File: src/rtl/r2_lut_addr_gen_if.sv
// Handshake/bus bundle for the r2 LUT address generator.
// The master drives samples in; the slave returns address, aligned r2 and stats.
interface r2_lut_addr_gen_if #(
  parameter int ADDR_WIDTH = 12,
  parameter int CNT_WIDTH  = 16
);
  logic [31:0]           r2_in;
  logic                  r2_valid;
  logic                  cnt_clear;
  logic [ADDR_WIDTH-1:0] lut_address;
  logic                  lut_rden;
  logic [31:0]           r2_out;
  logic                  out_valid;
  logic                  out_underflow;
  logic [CNT_WIDTH-1:0]  reject_count;
  logic [CNT_WIDTH-1:0]  underflow_count;

  modport master (
    output r2_in, r2_valid, cnt_clear,
    input  lut_address, lut_rden, r2_out, out_valid,
    input  out_underflow, reject_count, underflow_count
  );

  modport slave (
    input  r2_in, r2_valid, cnt_clear,
    output lut_address, lut_rden, r2_out, out_valid,
    output out_underflow, reject_count, underflow_count
  );
endinterface

File: src/rtl/r2_lut_addr_gen.sv
// Segment/bin address generator for the LJ force interpolation tables.
// Classifies float32 r2 and delays it to line up with the table read data.
module r2_lut_addr_gen #(
  parameter int          SEGMENT_NUM = 12,
  parameter int          BIN_BITS    = 8,
  parameter int          ADDR_WIDTH  = 12,
  parameter int          EXP_START   = 124,
  parameter logic [31:0] CUTOFF_R2   = 32'h43100000,
  parameter int          LUT_LATENCY = 2,
  parameter int          CNT_WIDTH   = 16
) (
  input logic clock,
  input logic rst,
  r2_lut_addr_gen_if.slave bus
);

  localparam int SEG_W = ADDR_WIDTH - BIN_BITS;
  localparam logic [7:0] EXP_LO = 8'(EXP_START);
  localparam logic [7:0] EXP_HI = 8'(EXP_START + SEGMENT_NUM);

  logic [31:0]           s0_r2_q;
  logic                  s0_v_q;
  logic [7:0]            exp_w;
  logic [SEG_W-1:0]      seg_w;
  logic                  reject_w;
  logic                  under_w;
  logic                  rden_d, rden_q;
  logic [ADDR_WIDTH-1:0] addr_d, addr_q;
  logic [31:0]           s1_r2_d, s1_r2_q;
  logic                  s1_uf_d, s1_uf_q;
  logic [CNT_WIDTH-1:0]  rej_cnt_d, rej_cnt_q;
  logic [CNT_WIDTH-1:0]  uf_cnt_d, uf_cnt_q;
  logic                  dl_v_q  [LUT_LATENCY];
  logic [31:0]           dl_r2_q [LUT_LATENCY];
  logic                  dl_uf_q [LUT_LATENCY];

  // S0: register the raw input sample every cycle
  always_ff @(posedge clock) begin
    if (rst) begin
      s0_r2_q <= '0;
      s0_v_q  <= 1'b0;
    end else begin
      s0_r2_q <= bus.r2_in;
      s0_v_q  <= bus.r2_valid;
    end
  end

  // S1 next state: classify, form address, update saturating counters
  always_comb begin
    exp_w    = s0_r2_q[30:23];
    seg_w    = SEG_W'(exp_w - EXP_LO);
    reject_w = s0_r2_q[31]
             | (exp_w == 8'hFF)
             | (s0_r2_q[30:0] >= CUTOFF_R2[30:0])
             | (exp_w >= EXP_HI);
    under_w  = !reject_w && (exp_w < EXP_LO);
    rden_d   = s0_v_q && !reject_w;
    addr_d   = addr_q;
    s1_r2_d  = s1_r2_q;
    s1_uf_d  = rden_d && under_w;
    if (rden_d) begin
      s1_r2_d = s0_r2_q;
      if (under_w) addr_d = '0;
      else addr_d = {seg_w, s0_r2_q[22 -: BIN_BITS]};
    end
    rej_cnt_d = rej_cnt_q;
    uf_cnt_d  = uf_cnt_q;
    if (bus.cnt_clear) begin
      rej_cnt_d = '0;
      uf_cnt_d  = '0;
    end else begin
      if (s0_v_q && reject_w && rej_cnt_q != '1)
        rej_cnt_d = rej_cnt_q + 1'b1;
      if (s0_v_q && under_w && uf_cnt_q != '1)
        uf_cnt_d = uf_cnt_q + 1'b1;
    end
  end

  // S1: address/enable register and statistics counters
  always_ff @(posedge clock) begin
    if (rst) begin
      rden_q    <= 1'b0;
      addr_q    <= '0;
      s1_r2_q   <= '0;
      s1_uf_q   <= 1'b0;
      rej_cnt_q <= '0;
      uf_cnt_q  <= '0;
    end else begin
      rden_q    <= rden_d;
      addr_q    <= addr_d;
      s1_r2_q   <= s1_r2_d;
      s1_uf_q   <= s1_uf_d;
      rej_cnt_q <= rej_cnt_d;
      uf_cnt_q  <= uf_cnt_d;
    end
  end

  // Delay line matching the table read latency; r2 only moves with a valid
  always_ff @(posedge clock) begin
    if (rst) begin
      for (int i = 0; i < LUT_LATENCY; i++) begin
        dl_v_q[i]  <= 1'b0;
        dl_r2_q[i] <= '0;
        dl_uf_q[i] <= 1'b0;
      end
    end else begin
      dl_v_q[0]  <= rden_q;
      dl_uf_q[0] <= rden_q & s1_uf_q;
      if (rden_q) dl_r2_q[0] <= s1_r2_q;
      for (int i = 1; i < LUT_LATENCY; i++) begin
        dl_v_q[i]  <= dl_v_q[i-1];
        dl_uf_q[i] <= dl_v_q[i-1] & dl_uf_q[i-1];
        if (dl_v_q[i-1]) dl_r2_q[i] <= dl_r2_q[i-1];
      end
    end
  end

  assign bus.lut_address     = addr_q;
  assign bus.lut_rden        = rden_q;
  assign bus.r2_out          = dl_r2_q[LUT_LATENCY-1];
  assign bus.out_valid       = dl_v_q[LUT_LATENCY-1];
  assign bus.out_underflow   = dl_uf_q[LUT_LATENCY-1];
  assign bus.reject_count    = rej_cnt_q;
  assign bus.underflow_count = uf_cnt_q;

endmodule

File: src/flat_wrapper.sv
// flat-port wrapper written by rule: the top's interface ports become plain ports
module r2_lut_addr_gen_flat 
#(
  parameter int          SEGMENT_NUM = 12,
  parameter int          BIN_BITS    = 8,
  parameter int          ADDR_WIDTH  = 12,
  parameter int          EXP_START   = 124,
  parameter logic [31:0] CUTOFF_R2   = 32'h43100000,
  parameter int          LUT_LATENCY = 2,
  parameter int          CNT_WIDTH   = 16
)
  (clock, rst, bus_r2_in, bus_r2_valid, bus_cnt_clear, bus_lut_address, bus_lut_rden, bus_r2_out, bus_out_valid, bus_out_underflow, bus_reject_count, bus_underflow_count);
  r2_lut_addr_gen_if #(.ADDR_WIDTH(ADDR_WIDTH), .CNT_WIDTH(CNT_WIDTH)) bus_i ();
  input logic clock;
  input logic rst;
  input wire logic [$bits(bus_i.r2_in)-1:0] bus_r2_in;
  input wire logic [$bits(bus_i.r2_valid)-1:0] bus_r2_valid;
  input wire logic [$bits(bus_i.cnt_clear)-1:0] bus_cnt_clear;
  output wire logic [$bits(bus_i.lut_address)-1:0] bus_lut_address;
  output wire logic [$bits(bus_i.lut_rden)-1:0] bus_lut_rden;
  output wire logic [$bits(bus_i.r2_out)-1:0] bus_r2_out;
  output wire logic [$bits(bus_i.out_valid)-1:0] bus_out_valid;
  output wire logic [$bits(bus_i.out_underflow)-1:0] bus_out_underflow;
  output wire logic [$bits(bus_i.reject_count)-1:0] bus_reject_count;
  output wire logic [$bits(bus_i.underflow_count)-1:0] bus_underflow_count;
  assign bus_i.r2_in = bus_r2_in;
  assign bus_i.r2_valid = bus_r2_valid;
  assign bus_i.cnt_clear = bus_cnt_clear;
  assign bus_lut_address = bus_i.lut_address;
  assign bus_lut_rden = bus_i.lut_rden;
  assign bus_r2_out = bus_i.r2_out;
  assign bus_out_valid = bus_i.out_valid;
  assign bus_out_underflow = bus_i.out_underflow;
  assign bus_reject_count = bus_i.reject_count;
  assign bus_underflow_count = bus_i.underflow_count;
  r2_lut_addr_gen #(.SEGMENT_NUM(SEGMENT_NUM), .BIN_BITS(BIN_BITS), .ADDR_WIDTH(ADDR_WIDTH), .EXP_START(EXP_START), .CUTOFF_R2(CUTOFF_R2), .LUT_LATENCY(LUT_LATENCY), .CNT_WIDTH(CNT_WIDTH)) u_core (.clock(clock), .rst(rst), .bus(bus_i));
endmodule
File: config.mk
export PLATFORM = sky130hd
export DESIGN_NAME = r2_lut_addr_gen_flat
export DESIGN_NICKNAME = d
export VERILOG_FILES = /design/src/rtl/r2_lut_addr_gen_if.sv /design/src/rtl/r2_lut_addr_gen.sv /design/src/flat_wrapper.sv
export SDC_FILE = /design/constraint.sdc
export NUM_CORES = 1
export LEC_CHECK = 0
export CAP_MARGIN = 25
export CORE_ASPECT_RATIO = 0.75
export CORE_MARGIN = 5
export CORE_UTILIZATION = 50
export DETAILED_ROUTE_END_ITERATION = 10
export PLACE_DENSITY = 0.75
export SYNTH_ARGS = -nofsm -noshare
export SYNTH_HDL_FRONTEND = slang
export SYNTH_SLANG_ARGS = --single-unit
File: constraint.sdc
create_clock -name clock -period 2.8 [get_ports clock]
set_clock_uncertainty 0.05 [all_clocks]
set_input_delay 0.56 -clock clock [delete_from_list [all_inputs] [get_ports clock]]
set_output_delay 0.56 -clock clock [all_outputs]
set_load 0.01 [all_outputs]
==> summary.md, run 1 <==
| Metric | Value |
|---|---|
| Syn avg cell area | 10.6 um2 |
| Post-synth ARST share | 0% |
| Standard-cell rows | 37 |
| Max-Slew Margin vs Limit | 51.8% |
| Global-route wire length before repair | 23500 um |
| Worst reg-to-reg path cell count | 6 |
| Hold Path Class | register to register |
| Synth warnings | 0 |
| Pin count of the biggest net entering global routing | 65 |
| Setup Buffers After CTS | 0 |
| Transition at the pin with the smallest max-transition slack | 0.724 ns |
| P_sw | 1200 uW |
| Routed WL per cell | 15.4 um |
| Count of distinct cell types in the synthesized netlist | 48 |
| Pins over their slew limit | 0 |
| Total number of H-tree levels | 4 |
| Min-Delay Path Depth | 1 |
| Cts bufs inserted | 17 |
| P_int | 4340 uW |
| Via count of the first global-routing pass | 4695 |
| Leading cell types in the layout, fill and taps excluded | sky130_fd_sc_hd__dfxtp_1 (115), sky130_fd_sc_hd__clkdlybuf4s50_1 (113), sky130_fd_sc_hd__nor2b_1 (99), sky130_fd_sc_hd__nand2_1 (89), sky130_fd_sc_hd__edfxtp_1 (64) |
| Yosys reg bits | 179 |
| Sinks on Clock Net | 179 |
| Length of the first detailed-routing pass in iterations | 5 |
| Total of hold buffers inserted after clock tree synthesis | 0 |
| Max capacitance violation total | 0 |
| Synth Flop Type | sky130_fd_sc_hd__dfxtp_1 |
| Fin. Hold Viols | 0 |
| Final TNS setup | 0 ns |
| Slowest cell on the critical path | sky130_fd_sc_hd__dfxtp_1 |
| Placer congestion estimate | 0.862 |
| Post-route clock period utilization | 78.3% |
| Total power draw | 5550 uW |
| Synth-to-layout area growth | 23.5% |
| Post-cts repair resize count | 0 |
| Clock tree root driver cell | sky130_fd_sc_hd__clkbuf_16 |
| Crit path capture type | register |
| Run status | complete, no violations |
| Ordered cell list for the critical path | and4bb_1 -> and4_4 -> a221oi_2 -> buf_4 -> or4_1 -> a21oi_1 |
| Number of DRC markers after the initial detailed-route iteration | 278 |
| Top cell type's share of synthesized area | 32.7% |
| Remaining global-route overflow | 0 |
| Setup-failing EPs final | 0 |
| Count of vias placed by the detailed router | 4846 |
| Fraction of layout instances using a drive strength above 1 | 7.20% |
| Most common cell after layout, fill and taps aside | sky130_fd_sc_hd__dfxtp_1 |
| Sequential area share after synthesis | 60.1% |
| Clock edge transition at the registers on the reported setup and hold paths | 0.07 ns |
| Peak Freq | 456 MHz |
| Minimum clock period | 2.19 ns |
| Most area-hungry cell type in the Yosys netlist | sky130_fd_sc_hd__dfxtp_1 |
| Portion of total power attributed to combinational logic | 5.4% |
| Number of nets in the synthesized netlist | 702 |
| Power density relative to cell area | 638 nW/um2 |
| Antenna Cells | 0 |
| Number of design rule violations left after detail routing | 0 |
| Worst IR drop on VDD | 0.000451 V |
| Layout fillers | 1012 |
| Part of the power in the clock network | 43.7% |
| Antenna Violating Nets Remaining | 0 |
| Placeable core region | 13700 um2 |
| Combined area of all synthesized cells | 7030 um2 |
| Top Ports | 115 |
| Clock latency on the worst-skew pair | 0.42 ns |
| Worst hold slack | 0.379 ns |
| Synth Instances | 661 |
| Total number of nets in the final design | 778 |
| Critical path data arrival time | 2.49 ns |
| Input/output buffers | 114 |
| Initial Utilization | 51.2% |
| Final HPWL DP | 9760 um |
| Largest stage delay, worst path | 0.56 ns |
| Category of the most critical setup path | register to register |
| Required @ worst endpoint | 3.09 ns |
| Initial antenna violation count | 0 |
| Sequential group share of total power | 50.9% |
| Post-detailed-routing wire length | 14200 um |
| Static power due to leakage | 0.00290 uW |
| Startpoint type of the worst setup path | register |
| Tot GR Track Use | 17.6% |
| Die outline width | 147 um |
| TritonCTS clock tree | done |
| Area of the die | 16600 um2 |
| Maximum number of buffers from clock root to sink | 2 |
| Top fanout value on the critical path | 22 |
| Die Height | 113 um |
| Via-per-instance ratio | 5.24 |
| Cell types occupying the most area after synthesis | sky130_fd_sc_hd__dfxtp_1 (33%), sky130_fd_sc_hd__edfxtp_1 (27%), sky130_fd_sc_hd__nor2b_1 (8.8%), sky130_fd_sc_hd__nand2_1 (4.8%), sky130_fd_sc_hd__a21oi_1 (4.0%) |
| Switching part of the total power | 21.7% |
| Number of enable-type register cells in the synthesized netlist | 64 |
| RSZ-0062 raised after global routing | no |
## per-layer routing
layer | vias up | global-route usage, % | wire [um]
met5 | - | 0 | 0
met4 | 0 | 4.97 | 123
met3 | 13 | 5.28 | 806
met2 | 154 | 26.6 | 6450
met1 | 2276 | 24.7 | 6830
li1 | 2403 | - | -
## metrics by stage
stage	utilization (%)	instance area [um2]	setup slack, ns	cells
after floorplan	-	7030	0.781	661
after global placement	58.8	8090	0.716	893
after detailed placement	58.8	8090	0.642	893
after CTS	63.2	8690	0.627	925
after global routing	63.2	8690	0.477	925
final	63.2	8690	0.609	925
## power by group through the flow
| stage | clock (uW) | combinational [uW] | sequential [uW] |
|---|---|---|---|
| 2_1_floorplan | 0 | 195 | 2860 |
| 3_3_place_gp | 0 | 296 | 2880 |
| 3_5_place_dp | 0 | 302 | 2880 |
| 4_1_cts | 2460 | 304 | 2820 |
| 5_1_grt | 2580 | 328 | 2830 |
| 6_report | 2420 | 301 | 2820 |
## layout make-up
class	instances	area (um2)	area share, %
well taps	175	219	2.52
repair buffers	124	1220	14.1
clock inverters	13	169	1.94
clock buffers	19	433	4.98
inverters	3	11.3	0.130
multi-input cells	412	2410	27.7
flip-flops and latches	179	4220	48.6
## state kept, by name, summed over array words and instances (netlist names)
signal	count
u_core.dl_uf_q	2
u_core.s1_uf_q	1
u_core.s0_v_q	1
u_core.bus.lut_rden	1
u_core.bus.lut_address	12
u_core.bus.reject_count	16
u_core.bus.underflow_count	16
u_core.dl_v_q	2
u_core.s0_r2_q	32
u_core.s1_r2_q	32
u_core.dl_r2_q	64
## cells in the mapped netlist, types with 7 or more instances
cell type,instances
sky130_fd_sc_hd__a21oi_1,56
sky130_fd_sc_hd__nor2b_1,99
sky130_fd_sc_hd__o31ai_1,8
sky130_fd_sc_hd__nor4_1,10
sky130_fd_sc_hd__nor3_1,7
sky130_fd_sc_hd__edfxtp_1,64
sky130_fd_sc_hd__xnor2_1,12
sky130_fd_sc_hd__buf_2,11
sky130_fd_sc_hd__nand4_1,8
sky130_fd_sc_hd__or4_1,10
sky130_fd_sc_hd__nand3_1,28
sky130_fd_sc_hd__clkbuf_1,22
sky130_fd_sc_hd__nor2_1,23
sky130_fd_sc_hd__nand2_1,89
sky130_fd_sc_hd__buf_4,33
sky130_fd_sc_hd__dfxtp_1,115
## kinds of logic after synthesis
| family | count (synthesis) | share of synthesized area [%] |
|---|---|---|
| simple gates | 310 | 24.1 |
| buf+inv | 70 | 5.80 |
| compound gates | 80 | 7.01 |
| mux | 3 | 0.427 |
| xor+xnor | 14 | 1.74 |
| flops | 179 | 60.1 |
| fa+ha+maj | 5 | 0.890 |
## critical path, delay by kind of cell, from the launching register on
family	cells	cell delay, ns
simple gates	3	1.05
flops	1	0.56
compound gates	2	0.23
buf+inv	1	0.22
## worst paths after layout
check | from | end | slack (ns)
min | u_core.dl_uf_q[0][0]$_SDFF_PP0_ | u_core.dl_uf_q[0][1]$_SDFF_PP0_ | 0.38
min reg2reg | u_core.dl_uf_q[0][0]$_SDFF_PP0_ | u_core.dl_uf_q[0][1]$_SDFF_PP0_ | 0.38
max reg2reg | u_core.s0_r2_q[30]$_SDFF_PP0_ | u_core.bus.reject_count[15]$_SDFFE_PP0P_ | 0.61
max | u_core.s0_r2_q[30]$_SDFF_PP0_ | u_core.bus.reject_count[15]$_SDFFE_PP0P_ | 0.61
(Power assumes the default switching activity.)
==> run 2, diff against run 1 <==
==> constraint.sdc (replaced) <==
create_clock -name clock -period 2.26 [get_ports clock]
set_clock_uncertainty 0.05 [all_clocks]
set_input_delay 0.452 -clock clock [delete_from_list [all_inputs] [get_ports clock]]
set_output_delay 0.452 -clock clock [all_outputs]
set_load 0.01 [all_outputs]
==> run 2 against run 1 <==
First-iteration DRC count up 13%. Die area unchanged. Sequential power up 24%. Sequential share of layout area down 0.44 points. Power up 22%. Hold slack worse by 0.048 ns. Flip-flop and latch count unchanged. Via count up 2.1%. Count of clock-buffer cells in the layout up 2. Final cell count up 0.97%. Register-to-register slack worse by 0.46 ns. Largest power group unchanged. Highest routed layer unchanged.
==> summary.md, run 2 (synthesized netlist as in run 1, its figures left out) <==
| Metric | Value |
|---|---|
| Initial Utilization | 51.2% |
| Remaining global-route overflow | 0 |
| Power density relative to cell area | 772 nW/um2 |
| Critical path data arrival time | 2.41 ns |
| Static power due to leakage | 0.00295 uW |
| Final HPWL DP | 10300 um |
| Via-per-instance ratio | 5.30 |
| Tot GR Track Use | 18.2% |
| Global-route wire length before repair | 24500 um |
| Pin count of the biggest net entering global routing | 65 |
| Die outline width | 147 um |
| Peak Freq | 474 MHz |
| Sequential standard cell area | 4220 um2 |
| Count of vias placed by the detailed router | 4946 |
| Fraction of layout instances using a drive strength above 1 | 8.43% |
| Startpoint type of the worst setup path | register |
| Reg2reg start | u_core.s0_r2_q[26]$_SDFF_PP0_ |
| Min-Delay Startpoint | rst |
| Area after DPL | 8180 um2 |
| Fin. Hold Viols | 0 |
| Number of design rule violations left after detail routing | 0 |
| RSZ-0062 raised after global routing | no |
| Placeable core region | 13700 um2 |
| Initial antenna violation count | 0 |
| Clock edge transition at the registers on the reported setup and hold paths | 0.07 ns |
| Total of hold buffers inserted after clock tree synthesis | 0 |
| Setup WS pre-CTS | 0.160 ns |
| Beginning of the critical path | u_core.s0_r2_q[26]$_SDFF_PP0_ |
| Minimum clock period | 2.11 ns |
| Max capacitance violation total | 0 |
| Final TNS setup | 0 ns |
| Top fanout value on the critical path | 22 |
| Setup-failing EPs final | 0 |
| Synth-to-layout area growth | 24.7% |
| FF-to-FF setup slack | 0.15 ns |
| Required @ worst endpoint | 2.57 ns |
| Number of flip-flops under the largest register name | 64 |
| Pins over their slew limit | 0 |
| Routed WL per cell | 16.0 um |
| Minimum setup slack in the final design | 0.152 ns |
| Maximum number of buffers from clock root to sink | 2 |
| Standard-cell rows | 37 |
| Setup Buffers After CTS | 0 |
| Category of the most critical setup path | register to register |
| Sinks on Clock Net | 179 |
| Post-cts repair resize count | 0 |
| Number of DRC markers after the initial detailed-route iteration | 315 |
| Area of the die | 16600 um2 |
| Max-Slew Margin vs Limit | 66.9% |
| Largest register by flop count | u_core.dl_r2_q |
| Post-route cell area | 8770 um2 |
| Biggest registers after layout | u_core.dl_r2_q (64), u_core.s0_r2_q (32), u_core.s1_r2_q (32) |
| Placer congestion estimate | 0.890 |
| Via count of the first global-routing pass | 4884 |
| Antenna Violating Nets Remaining | 0 |
| Post-route clock period utilization | 93.3% |
| Total number of H-tree levels | 4 |
| TritonCTS clock tree | done |
| Run status | complete, no violations |
| Clock tree root driver cell | sky130_fd_sc_hd__clkbuf_16 |
| Post-detailed-routing wire length | 14900 um |
| Input/output buffers | 114 |
| Length of the first detailed-routing pass in iterations | 5 |
| Total number of nets in the final design | 787 |
| Die Height | 113 um |
| Footprint of the multi-input gates | 2410 um2 |
| Hold Path Class | input pin to register |
| Top Ports | 115 |
| Crit path capture type | register |
| Total power draw | 6770 uW |
| Clock latency on the worst-skew pair | 0.42 ns |
| Worst IR drop on VDD | 0.000657 V |
| Antenna Cells | 0 |
| Transition at the pin with the smallest max-transition slack | 0.497 ns |
| Most common cell after layout, fill and taps aside | sky130_fd_sc_hd__dfxtp_1 |
| Leading cell types in the layout, fill and taps excluded | sky130_fd_sc_hd__dfxtp_1 (115), sky130_fd_sc_hd__clkdlybuf4s50_1 (113), sky130_fd_sc_hd__nor2b_1 (99), sky130_fd_sc_hd__nand2_1 (89), sky130_fd_sc_hd__edfxtp_1 (64) |
| Layout fillers | 1019 |
| Cts bufs inserted | 17 |
run 2: cell count changes in the layout (fill, tap and decap cells not counted):
cell                         delta
sky130_fd_sc_hd__clkinvlp_2     -1
sky130_fd_sc_hd__clkinv_1       -1
sky130_fd_sc_hd__buf_4          +7
sky130_fd_sc_hd__clkbuf_16      +1
sky130_fd_sc_hd__clkinv_4       +1
sky130_fd_sc_hd__buf_12         +2
sky130_fd_sc_hd__inv_6          -5
sky130_fd_sc_hd__clkinv_2       +1
sky130_fd_sc_hd__bufinv_16      -2
sky130_fd_sc_hd__clkinvlp_4     +1
sky130_fd_sc_hd__inv_4          +1
sky130_fd_sc_hd__clkbuf_8       +1
sky130_fd_sc_hd__inv_8          +3
run 2: worst paths after layout:
kind                                              end  cells past startpoint
min reg2reg           u_core.dl_uf_q[0][1]$_SDFF_PP0_                      1
min                    u_core.dl_v_q[0][1]$_SDFF_PP0_                      2
max          u_core.bus.reject_count[15]$_SDFFE_PP0P_                      7
max reg2reg  u_core.bus.reject_count[15]$_SDFFE_PP0P_                      7
run 2: worst max-delay path, cell delays in order (launching register included):
cell                       delay, ns
sky130_fd_sc_hd__dfxtp_1        0.44
sky130_fd_sc_hd__ha_1           0.20
sky130_fd_sc_hd__nand2b_1       0.08
sky130_fd_sc_hd__o221ai_2       0.31
sky130_fd_sc_hd__a221oi_2       0.15
sky130_fd_sc_hd__buf_12         0.17
sky130_fd_sc_hd__or4_1          0.50
sky130_fd_sc_hd__a21oi_1        0.15
run 2: layout make-up:
class	instances	share of cell area, %
inverters	3	0.128
flip-flops and latches	179	48.2
well taps	175	2.50
repair buffers	133	15.0
clock inverters	11	1.34
multi-input cells	412	27.5
clock buffers	21	5.38
run 2: power by group:
group / internal (uW) / switching [uW] / total (uW) / leakage, uW
clock network: 1650 / 1240 / 2890 / 0.000289
logic: 190 / 202 / 392 / 0.00106
registers: 3440 / 55.5 / 3490 / 0.00160
run 2: metal layers:
metal  global-route usage [%]  wire (um)  vias to the layer above
met5                        0          0                        -
met4                     7.14        240                        0
met3                     4.16        944                       18
met2                     27.9       6930                      194
met1                     25.2       6780                     2305
li1                         -          -                     2429
run 2: through the flow:
| step | util [%] | hold WS, ns | instances |
|---|---|---|---|
| 3_3_place_gp | 59.5 | 0.380 | 902 |
| 5_1_grt | 63.8 | 0.343 | 934 |
| 3_5_place_dp | 59.5 | 0.367 | 902 |
| 6_report | 63.8 | 0.331 | 934 |
| 4_1_cts | 63.8 | 0.316 | 934 |
| 2_1_floorplan | - | 0.356 | 661 |
==> run 3, diff against run 2 <==
--- a/config.mk
+++ b/config.mk
@@ -5,12 +5,10 @@
 export SDC_FILE = /design/constraint.sdc
 export NUM_CORES = 1
 export LEC_CHECK = 0
-export CAP_MARGIN = 25
-export CORE_ASPECT_RATIO = 0.75
+export CORE_ASPECT_RATIO = 0.8
 export CORE_MARGIN = 5
-export CORE_UTILIZATION = 50
+export CORE_UTILIZATION = 25
 export DETAILED_ROUTE_END_ITERATION = 10
-export PLACE_DENSITY = 0.75
 export SYNTH_ARGS = -nofsm -noshare
 export SYNTH_HDL_FRONTEND = slang
 export SYNTH_SLANG_ARGS = --single-unit
==> run 3 against run 2 <==
Power rose by 0.19%. Clock power barely moved. Largest power group unchanged. Flip-flop and latch count did not move. Critical path depth fell by 2. Critical endpoint unchanged.
==> summary.md, run 3 (synthesized netlist as in run 1, its figures left out) <==
| Metric | Value |
|---|---|
| Initial Utilization | 25.6% |
| Peak Freq | 475 MHz |
| Antenna Violating Nets Remaining | 0 |
| Number of DRC markers after the initial detailed-route iteration | 266 |
| Clock latency on the worst-skew pair | 0.43 ns |
| Antenna Cells | 0 |
| Standard-cell rows | 54 |
| Final HPWL DP | 11300 um |
| Sinks on Clock Net | 179 |
| Startpoint type of the worst setup path | register |
| Worst reg-to-reg path cell count | 5 |
| Count of vias placed by the detailed router | 4735 |
| Cts bufs inserted | 17 |
| Clock edge transition at the registers on the reported setup and hold paths | 0.07 ns |
| Final TNS setup | 0 ns |
| Category of the most critical setup path | register to register |
| Area of the die | 31600 um2 |
| Post-route clock period utilization | 93.1% |
| Leading cell types in the layout, fill and taps excluded | sky130_fd_sc_hd__dfxtp_1 (114), sky130_fd_sc_hd__clkdlybuf4s50_1 (113), sky130_fd_sc_hd__nor2b_1 (99), sky130_fd_sc_hd__nand2_1 (89), sky130_fd_sc_hd__edfxtp_1 (64) |
| Placeable core region | 27500 um2 |
| Pin count of the biggest net entering global routing | 65 |
| Min-Delay Path Depth | 2 |
| Most common cell after layout, fill and taps aside | sky130_fd_sc_hd__dfxtp_1 |
| Post-route cell area | 9090 um2 |
| Hold Path Class | input pin to register |
| Placer congestion estimate | 0.817 |
| Length of the first detailed-routing pass in iterations | 5 |
| Initial antenna violation count | 1 |
| Remaining global-route overflow | 0 |
| Total of hold buffers inserted after clock tree synthesis | 0 |
| Area after DPL | 8480 um2 |
| Via count of the first global-routing pass | 4528 |
| Setup-failing EPs final | 0 |
| Tot GR Track Use | 9.82% |
| Crit path capture type | register |
| Input/output buffers | 114 |
| Biggest registers after layout | u_core.dl_r2_q (64), u_core.s0_r2_q (32), u_core.s1_r2_q (32) |
| Clock tree root driver cell | sky130_fd_sc_hd__clkbuf_16 |
| Top Ports | 115 |
| RSZ-0062 raised after global routing | no |
| Max capacitance violation total | 0 |
| Run status | complete, no violations |
| Synth-to-layout area growth | 29.2% |
| Die Height | 160 um |
| Transition at the pin with the smallest max-transition slack | 0.529 ns |
| Required @ worst endpoint | 2.57 ns |
| Largest register by flop count | u_core.dl_r2_q |
| Pins over their slew limit | 0 |
| Worst IR drop on VDD | 0.000619 V |
| Via-per-instance ratio | 4.20 |
| Total number of H-tree levels | 4 |
| Routed WL per cell | 14.1 um |
| Number of design rule violations left after detail routing | 0 |
| Die outline width | 198 um |
| Fin. Hold Viols | 0 |
| Fraction of layout instances using a drive strength above 1 | 9.31% |
| Global-route wire length before repair | 24900 um |
| Post-detailed-routing wire length | 15900 um |
| Max-Slew Margin vs Limit | 64.7% |
| Total power draw | 6780 uW |
| Maximum number of buffers from clock root to sink | 2 |
| Worst hold slack | 0.341 ns |
| TritonCTS clock tree | done |
| Top fanout value on the critical path | 5 |
| Static power due to leakage | 0.00299 uW |
| Number of flip-flops under the largest register name | 64 |
| Power density relative to cell area | 746 nW/um2 |
| Critical path data arrival time | 2.41 ns |
| Minimum clock period | 2.10 ns |
| Total number of nets in the final design | 791 |
[run 3: critical path, cell delays in order (launching register included)]
cell and delay (ns):
sky130_fd_sc_hd__dfxtp_1 0.40, sky130_fd_sc_hd__and4_1 0.28, sky130_fd_sc_hd__nand3_2 0.16, sky130_fd_sc_hd__or4_1 0.58, sky130_fd_sc_hd__or4_1 0.43, sky130_fd_sc_hd__a21oi_1 0.14
[run 3: what timing repair did]
item	in CTS	in global routing
buffers inserted	0	0
gates resized for setup	0	3
setup endpoints to repair	0	8
[run 3: final timing paths]
check                                               start                                  endpoint  slack, ns
hold reg to reg           u_core.dl_uf_q[0][0]$_SDFF_PP0_           u_core.dl_uf_q[0][1]$_SDFF_PP0_       0.38
setup reg to reg  u_core.bus.reject_count[8]$_SDFFE_PP0P_  u_core.bus.reject_count[15]$_SDFFE_PP0P_       0.16
setup / recovery  u_core.bus.reject_count[8]$_SDFFE_PP0P_  u_core.bus.reject_count[15]$_SDFFE_PP0P_       0.16
hold / removal                                        rst            u_core.dl_v_q[0][0]$_SDFF_PP0_       0.34
[run 3: cell type report]
| cell class | instances | area, um2 |
|---|---|---|
| well taps | 364 | 455 |
| multi-input cells | 412 | 2430 |
| clock buffers | 19 | 454 |
| inverters | 3 | 11.3 |
| clock inverters | 13 | 134 |
| flip-flops and latches | 179 | 4230 |
| fillers | 2778 | 18400 |
| repair buffers | 137 | 1380 |
[run 3: metal layers]
| layer | part of all wire, % | GRT usage [%] | vias to the layer above | routed length, um |
|---|---|---|---|---|
| met3 | 5.4 | 3.58 | 20 | 854 |
| met4 | 1.7 | 3.41 | 2 | 271 |
| met5 | 0.044 | 0 | - | 7 |
| li1 | - | - | 2426 | - |
| met1 | 50 | 13.5 | 2194 | 7920 |
| met2 | 43 | 14.2 | 93 | 6830 |
[run 3: per-stage QoR]
step,util (%),setup slack (ns),cells
floorplan,-,0.259,661
finish,33.1,0.156,1127
global placement,30.8,0.158,1095
detailed placement,30.8,0.0957,1095
global route,33.1,0.0404,1127
CTS,33.0,0.0773,1127
[run 3: power breakdown]
part	switching (uW)	internal [uW]
Combinational	216	204
Clock	1340	1530
Sequential	51.5	3440
Total	1610	5170
==> variant 1 (config.mk and constraints of run 1) <==
`LUT_LATENCY` is set to 2 in 2 places; all go to 4.
--- a/src/rtl/r2_lut_addr_gen.sv
+++ b/src/rtl/r2_lut_addr_gen.sv
@@ -6,7 +6,7 @@
   parameter int          ADDR_WIDTH  = 12,
   parameter int          EXP_START   = 124,
   parameter logic [31:0] CUTOFF_R2   = 32'h43100000,
-  parameter int          LUT_LATENCY = 2,
+  parameter int          LUT_LATENCY = 4,
   parameter int          CNT_WIDTH   = 16
 ) (
   input logic clock,
--- a/src/flat_wrapper.sv
+++ b/src/flat_wrapper.sv
@@ -6,7 +6,7 @@
   parameter int          ADDR_WIDTH  = 12,
   parameter int          EXP_START   = 124,
   parameter logic [31:0] CUTOFF_R2   = 32'h43100000,
-  parameter int          LUT_LATENCY = 2,
+  parameter int          LUT_LATENCY = 4,
   parameter int          CNT_WIDTH   = 16
 )
   (clock, rst, bus_r2_in, bus_r2_valid, bus_cnt_clear, bus_lut_address, bus_lut_rden, bus_r2_out, bus_out_valid, bus_out_underflow, bus_reject_count, bus_underflow_count);
Behaviour: not the same (Yosys sat finds a counterexample within 10 cycles, from zero or initial values and one cycle with rst high).
==> variant 1 against run 1 <==
- routed wire length increased by 21%
- critical path type unchanged
- utilization fell by 0.53 points
- setup slack worse by 0.33 ns
- cell area increased by 34%
- count of clock-buffer cells in the layout grew 18
- largest power group unchanged
- synthesized cell count rose by 20%
- area after synthesis up 34%
- sequential cell count rose by 68
- sequential power is 41% higher
- total power is 37% higher
- clock power rose by 35%
- first-iteration DRC count is 56% higher
==> variant 1: results (changes against run 1) <==
Cells and area
  • FILL cells: 1447 (was 1012)
  • Biggest regs: u_core.dl_r2_q (128), u_core.s0_r2_q (32), u_core.s1_r2_q (32) (was u_core.dl_r2_q (64), u_core.s0_r2_q (32), u_core.s1_r2_q (32))
  • Layout cells sized above 1: 7.24% (was 7.20%)
  • Layout Nets: 934 (was 778)

Run status
  • Outcome: finished clean (unchanged)

Yosys
  • Compound-Gate Fraction of Synth Area: 8.77% (was 7.01%)
  • Post-synthesis mux area share: 0.953% (was 0.427%)
  • Sequential share of the synthesized area: 65.8% (was 60.1%)
  • Post-synthesis xor/xnor area fraction: 0% (was 1.74%)
  • Post-synth EDFFs: 128 (was 64)
  • Top cells by instance count after synthesis: 135 x and2_1, 128 x edfxtp_1, 119 x dfxtp_1, 62 x a21oi_1, 47 x o21ai_0 (was 115 x dfxtp_1, 99 x nor2b_1, 89 x nand2_1, 64 x edfxtp_1, 56 x a21oi_1)
  • Cell variety after synth: 50 (was 48)
  • Adder-Cell Fraction of Synth Area: 0.662% (was 0.890%)
  • Syn Nets: 832 (was 702)

Setup path
  • Worst R2R End: u_core.s1_r2_q[14] (was u_core.bus.reject_count[15])
  • FF-to-FF setup slack: 0.28 ns (was 0.61 ns)
  • Crit path max fanout: 35 (was 22)
  • Critical path arrival: 2.88 ns (was 2.49 ns)

Clock network
  • Clk root buf: clkbuf_16 (unchanged)
  • Inserted Clock Buffers: 24 (was 17)
  • Clock tree sinks: 247 (was 179)
  • CTS Buffer Depth: 3 (was 2)
  • H-tree lvl count: 1 (was 4)

Pwr
  • Leak Pwr: 4.12 nW (was 2.90 nW)
  • Max rail drop VDD: 519 µV (was 451 µV)

Place
  • Final GP Congestion: 0.834 (was 0.862)
  • DP HPWL: 11100 µm (was 9760 µm)
  • DP Area: 0.0108 mm² (was 0.00809 mm²)

Route
  • Met1 wire length: 8700 µm (was 6830 µm)
  • Final wirelength: 17200 µm (was 14200 µm)
  • Via count: 6039 (was 4846)
  • Met2 WL post-DR: 7020 µm (was 6450 µm)
  • Met3 routed WL: 1220 µm (was 806 µm)
  • TritonRoute pass-1 iters: 4 (was 5)

Global routing
  • First-pass GRT wire length: 28500 µm (was 23500 µm)
  • All-Layer GR Usage: 15.6% (was 17.6%)
  • Largest net degree at the start of global routing: 85 (was 65)

STA
  • Least-Margin Pin Slew: 0.830 ns (was 0.724 ns)

Worst hold path
  • Hold Path End: u_core.dl_uf_q[3] (was u_core.dl_uf_q[0][1])
variant 1: cell type report:
class	count	share of cell area, %
tap	247	2.66
timing repair buffer	131	10.9
clock inverter	7	0.818
sequential	247	53.5
inverter	5	0.161
clock buffer	37	6.20
multi-input combinational	484	25.8
variant 1: power by group:
part / internal (mW) / switching (mW)
combinational: 0.140 / 0.204
sequential: 3.92 / 0.0522
clock: 1.96 / 1.31
total: 6.02 / 1.56
variant 1: logic make-up after synthesis:
group	count (synthesis)
AOI/OAI and AO/OA	141
and+or+nand+nor	329
buffers and inverters	60
DFF	247
muxes	9
adders and majority gates	5
variant 1: worst max-delay path, cell delays in order (launching register included):
cell and delay [ns]:
dfxtp_1 0.47, nor4bb_1 0.28, and4_1 0.32, a221o_2 0.56, buf_4 0.42, o21ai_0 0.14
a21oi_1 0.18
variant 1: routing by layer:
| metal | vias up | GRT usage [%] |
|---|---|---|
| li1 | 3057 | - |
| met2 | 185 | 21.7 |
| met1 | 2778 | 24.9 |
| met5 | - | 0 |
| met3 | 19 | 3.72 |
| met4 | 0 | 3.39 |
variant 1: worst max path at each step:
| stage | end | slack [ns] | depth (start not counted) |
|---|---|---|---|
| 2_1_floorplan | u_core.bus.underflow_count[13] | 0.68 | 8 |
| 3_3_place_gp | u_core.s1_r2_q[2] | 0.33 | 6 |
| 3_5_place_dp | u_core.s1_r2_q[14] | 0.31 | 6 |
| 4_1_cts | u_core.s1_r2_q[14] | 0.28 | 6 |
| 5_1_grt | u_core.s1_r2_q[0] | 0.03 | 6 |
| 6_report | u_core.s1_r2_q[14] | 0.28 | 6 |
variant 1: metrics by stage:
step	hold WS [ns]	util, %	setup slack, ns	instances
finish	0.378	62.7	0.280	1158
global route	0.386	62.7	0.0350	1158
CTS	0.378	62.7	0.279	1158
detailed placement	0.363	58.3	0.309	1114
global placement	0.373	58.3	0.333	1114
floorplan	0.356	-	0.675	791
==> variant 2 (flow settings as in run 1) <==
Without the edit above. Make the reset (`rst`) asynchronous in 3 clocked blocks.
--- a/src/rtl/r2_lut_addr_gen.sv
+++ b/src/rtl/r2_lut_addr_gen.sv
@@ -35,7 +35,7 @@
   logic                  dl_uf_q [LUT_LATENCY];
 
   // S0: register the raw input sample every cycle
-  always_ff @(posedge clock) begin
+  always_ff @(posedge clock or posedge rst) begin
     if (rst) begin
       s0_r2_q <= '0;
       s0_v_q  <= 1'b0;
@@ -77,7 +77,7 @@
   end
 
   // S1: address/enable register and statistics counters
-  always_ff @(posedge clock) begin
+  always_ff @(posedge clock or posedge rst) begin
     if (rst) begin
       rden_q    <= 1'b0;
       addr_q    <= '0;
@@ -96,7 +96,7 @@
   end
 
   // Delay line matching the table read latency; r2 only moves with a valid
-  always_ff @(posedge clock) begin
+  always_ff @(posedge clock or posedge rst) begin
     if (rst) begin
       for (int i = 0; i < LUT_LATENCY; i++) begin
         dl_v_q[i]  <= 1'b0;
Formal check against the unedited RTL: differs if rst is asserted again (counterexample within 4 cycles, from zero or initial values and one cycle with rst high); with rst held inactive, the same outputs for 10 cycles.
==> variant 2 against run 1 <==
- highest routed layer unchanged
- global-route usage grew 2.2 points
- critical path depth is the same
- largest cell class unchanged
- critical endpoint is now u_core.s1_r2_q[9]
- cell area increased by 4.8%
- setup slack got worse by 0.29 ns
- area after synthesis rose by 3.4%
- routed wire length rose by 12%
- count of clock-buffer cells in the layout increased by 5
- via count shrank 2.4%
- critical path type unchanged
- sequential cell count unchanged
- first-iteration DRC count is 3.2% higher
Power is not compared: it rests on default switching activity, and its combinational part moved more than twofold at a synthesized area within 25%.
==> variant 2: results (changes against run 1) <==
Setup path
  • Critical path arrival: 2.74 ns (was 2.49 ns)
  • Slowest cell delay on critical path: 0.47 ns (was 0.56 ns)
  • Reg2reg start: u_core.s0_r2_q[20] (was u_core.s0_r2_q[30])
  • FF-to-FF setup slack: 0.31 ns (was 0.61 ns)
  • Kind of start point of the critical path: register (unchanged)
  • Crit path max fanout: 46 (was 22)
  • Reg2reg path depth: 6 (unchanged)
  • Crit-path slowest cell: dfrtp_1 (was dfxtp_1)
  • CP delay by family, top: simple AND/OR/NAND/NOR gates (unchanged)

Route
  • Violation count after the first detailed-routing iteration: 287 (was 278)
  • Final wirelength: 16000 µm (was 14200 µm)
  • Vias per cell: 5.48 (was 5.24)
  • TritonRoute pass-1 iters: 5 (unchanged)

Place
  • Final GP Congestion: 0.829 (was 0.862)
  • Port Buffer Count: 114 (unchanged)
  • DP HPWL: 11200 µm (was 9760 µm)
  • DP Area: 0.00849 mm² (was 0.00809 mm²)

Global routing
  • Vias in the first global route: 4957 (was 4695)
  • Initial antenna violation count: 0 (unchanged)
  • First-pass GRT wire length: 26300 µm (was 23500 µm)
  • All-Layer GR Usage: 19.7% (was 17.6%)
  • Largest net degree at the start of global routing: 63 (was 65)

Cells and area
  • Layout Nets: 692 (was 778)
  • Layout cells sized above 1: 23.1% (was 7.20%)
  • Ant. Diodes: 0 (unchanged)
  • Synth-to-Final Area Change: 25.2% (was 23.5%)
  • FILL cells: 1105 (was 1012)

Worst hold path
  • Worst hold path type: reg -> reg (unchanged)
  • Hold Path Stages: 1 (unchanged)
  • Hold Path Origin: u_core.s1_uf_q (was u_core.dl_uf_q[0][0])

Yosys
  • Sequential share of the synthesized area: 61.6% (was 60.1%)
  • Syn Nets: 604 (was 702)
  • Top cells by area, synth: dfrtp_1 62%, mux2_2 16%, buf_4 3.3%, o21ai_0 2.3%, a21oi_1 1.4% (was dfxtp_1 33%, edfxtp_1 27%, nor2b_1 8.8%, nand2_1 4.8%, a21oi_1 4.0%)
  • Async SR Flop Fraction: 100% (was 0%)
  • Synth warnings: 0 (unchanged)
  • Top cells by instance count after synthesis: 179 x dfrtp_1, 101 x mux2_2, 34 x o21ai_0, 32 x buf_4, 26 x nand2_1 (was 115 x dfxtp_1, 99 x nor2b_1, 89 x nand2_1, 64 x edfxtp_1, 56 x a21oi_1)
  • Cell variety after synth: 39 (was 48)

Clock network
  • Clk root buf: clkbuf_16 (unchanged)
  • Later-pin clock latency in the skew report: about 0.43 ns
  • Inserted Clock Buffers: 17 (unchanged)
  • Worst-path clk slew: 0.06 ns
  • H-tree lvl count: 4 (unchanged)
  • Post-CTS Setup Bufs: 0 (unchanged)
  • Post-cts gate resize count: 0 (unchanged)
  • CTS Buffer Depth: 2 (unchanged)

Pwr
  • Switching power: 1.71 mW
  • Leak Pwr: about 3.8 nW
  • Max rail drop VDD: ~400 µV

STA
  • Least-Margin Pin Slew: 0.821 ns (was 0.724 ns)

Run status
  • Outcome: finished clean (unchanged)
==> variant 2: changes by cell type in the layout (fill, tap and decap cells not counted), sizes merged, moves of 5 or more <==
| cell | change |
|---|---|
| dfrtp | +179 |
| dfxtp | -115 |
| mux2 | +101 |
| nor2b | -91 |
| edfxtp | -64 |
| nand2 | -63 |
| a21oi | -36 |
| o21ai | +30 |
| nand3 | -18 |
| xnor2 | -12 |
| clkbuf | +5 |
| o31ai | +5 |
==> variant 2: power by group through the flow <==
stage          clock network (mW)  logic, mW  registers (mW)
3_5_place_dp                    0       1.27            3.42
2_1_floorplan                   0      0.915            3.31
6_report                     2.42       1.25            3.37
3_3_place_gp                    0       1.23            3.39
4_1_cts                      2.46       1.28            3.38
5_1_grt                      2.58       1.36            3.43
==> variant 2: path summary, 6_finish.rpt <==
| path | end |
|---|---|
| max | u_core.s1_r2_q[9] |
| min | u_core.dl_uf_q[1] |
| max reg2reg | u_core.s1_r2_q[9] |
| min reg2reg | u_core.dl_uf_q[1] |
| max in group asynchronous | u_core.bus.underflow_count[15] |
| min in group asynchronous | u_core.s1_r2_q[30] |
==> variant 2: stage by stage <==
stage | TNS, ns | setup WS [ns] | hold slack, ns | cells
5_1_grt | 0 | 0.209 | 0.435 | 863
3_3_place_gp | 0 | 0.303 | 0.396 | 832
2_1_floorplan | -18.72 | -0.105 | 0.302 | 563
6_report | 0 | 0.315 | 0.414 | 863
3_5_place_dp | 0 | 0.289 | 0.399 | 832
4_1_cts | 0 | 0.323 | 0.421 | 863
==> variant 2: layout make-up <==
class	instances	area share [%]
Clock buffer	24	5.62
Clock inverter	7	1.04
Inverter	10	0.454
Multi-Input combinational cell	314	26.5
Sequential cell	179	49.2
Tap cell	200	2.75
Timing Repair Buffer	129	14.5
==> variant 2: routing by layer <==
| metal | vias up | routed length [µm] | global-route usage (%) |
|---|---|---|---|
| met2 | 145 | 7630 | 30.5 |
| met1 | 2414 | 7250 | 27.4 |
| met5 | - | 0 | 0 |
| met4 | 0 | 87 | 4.76 |
| met3 | 9 | 999 | 6.41 |
| li1 | 2164 | - | - |
==> variant 2: logic make-up after synthesis <==
group / Yosys count / synth area share (%)
xor+xnor: 1 / 0.121
compound gates: 80 / 6.59
fa+ha+maj: 5 / 0.861
flops: 179 / 61.6
mux: 103 / 15.9
buf+inv: 70 / 5.39
simple gates: 125 / 9.50
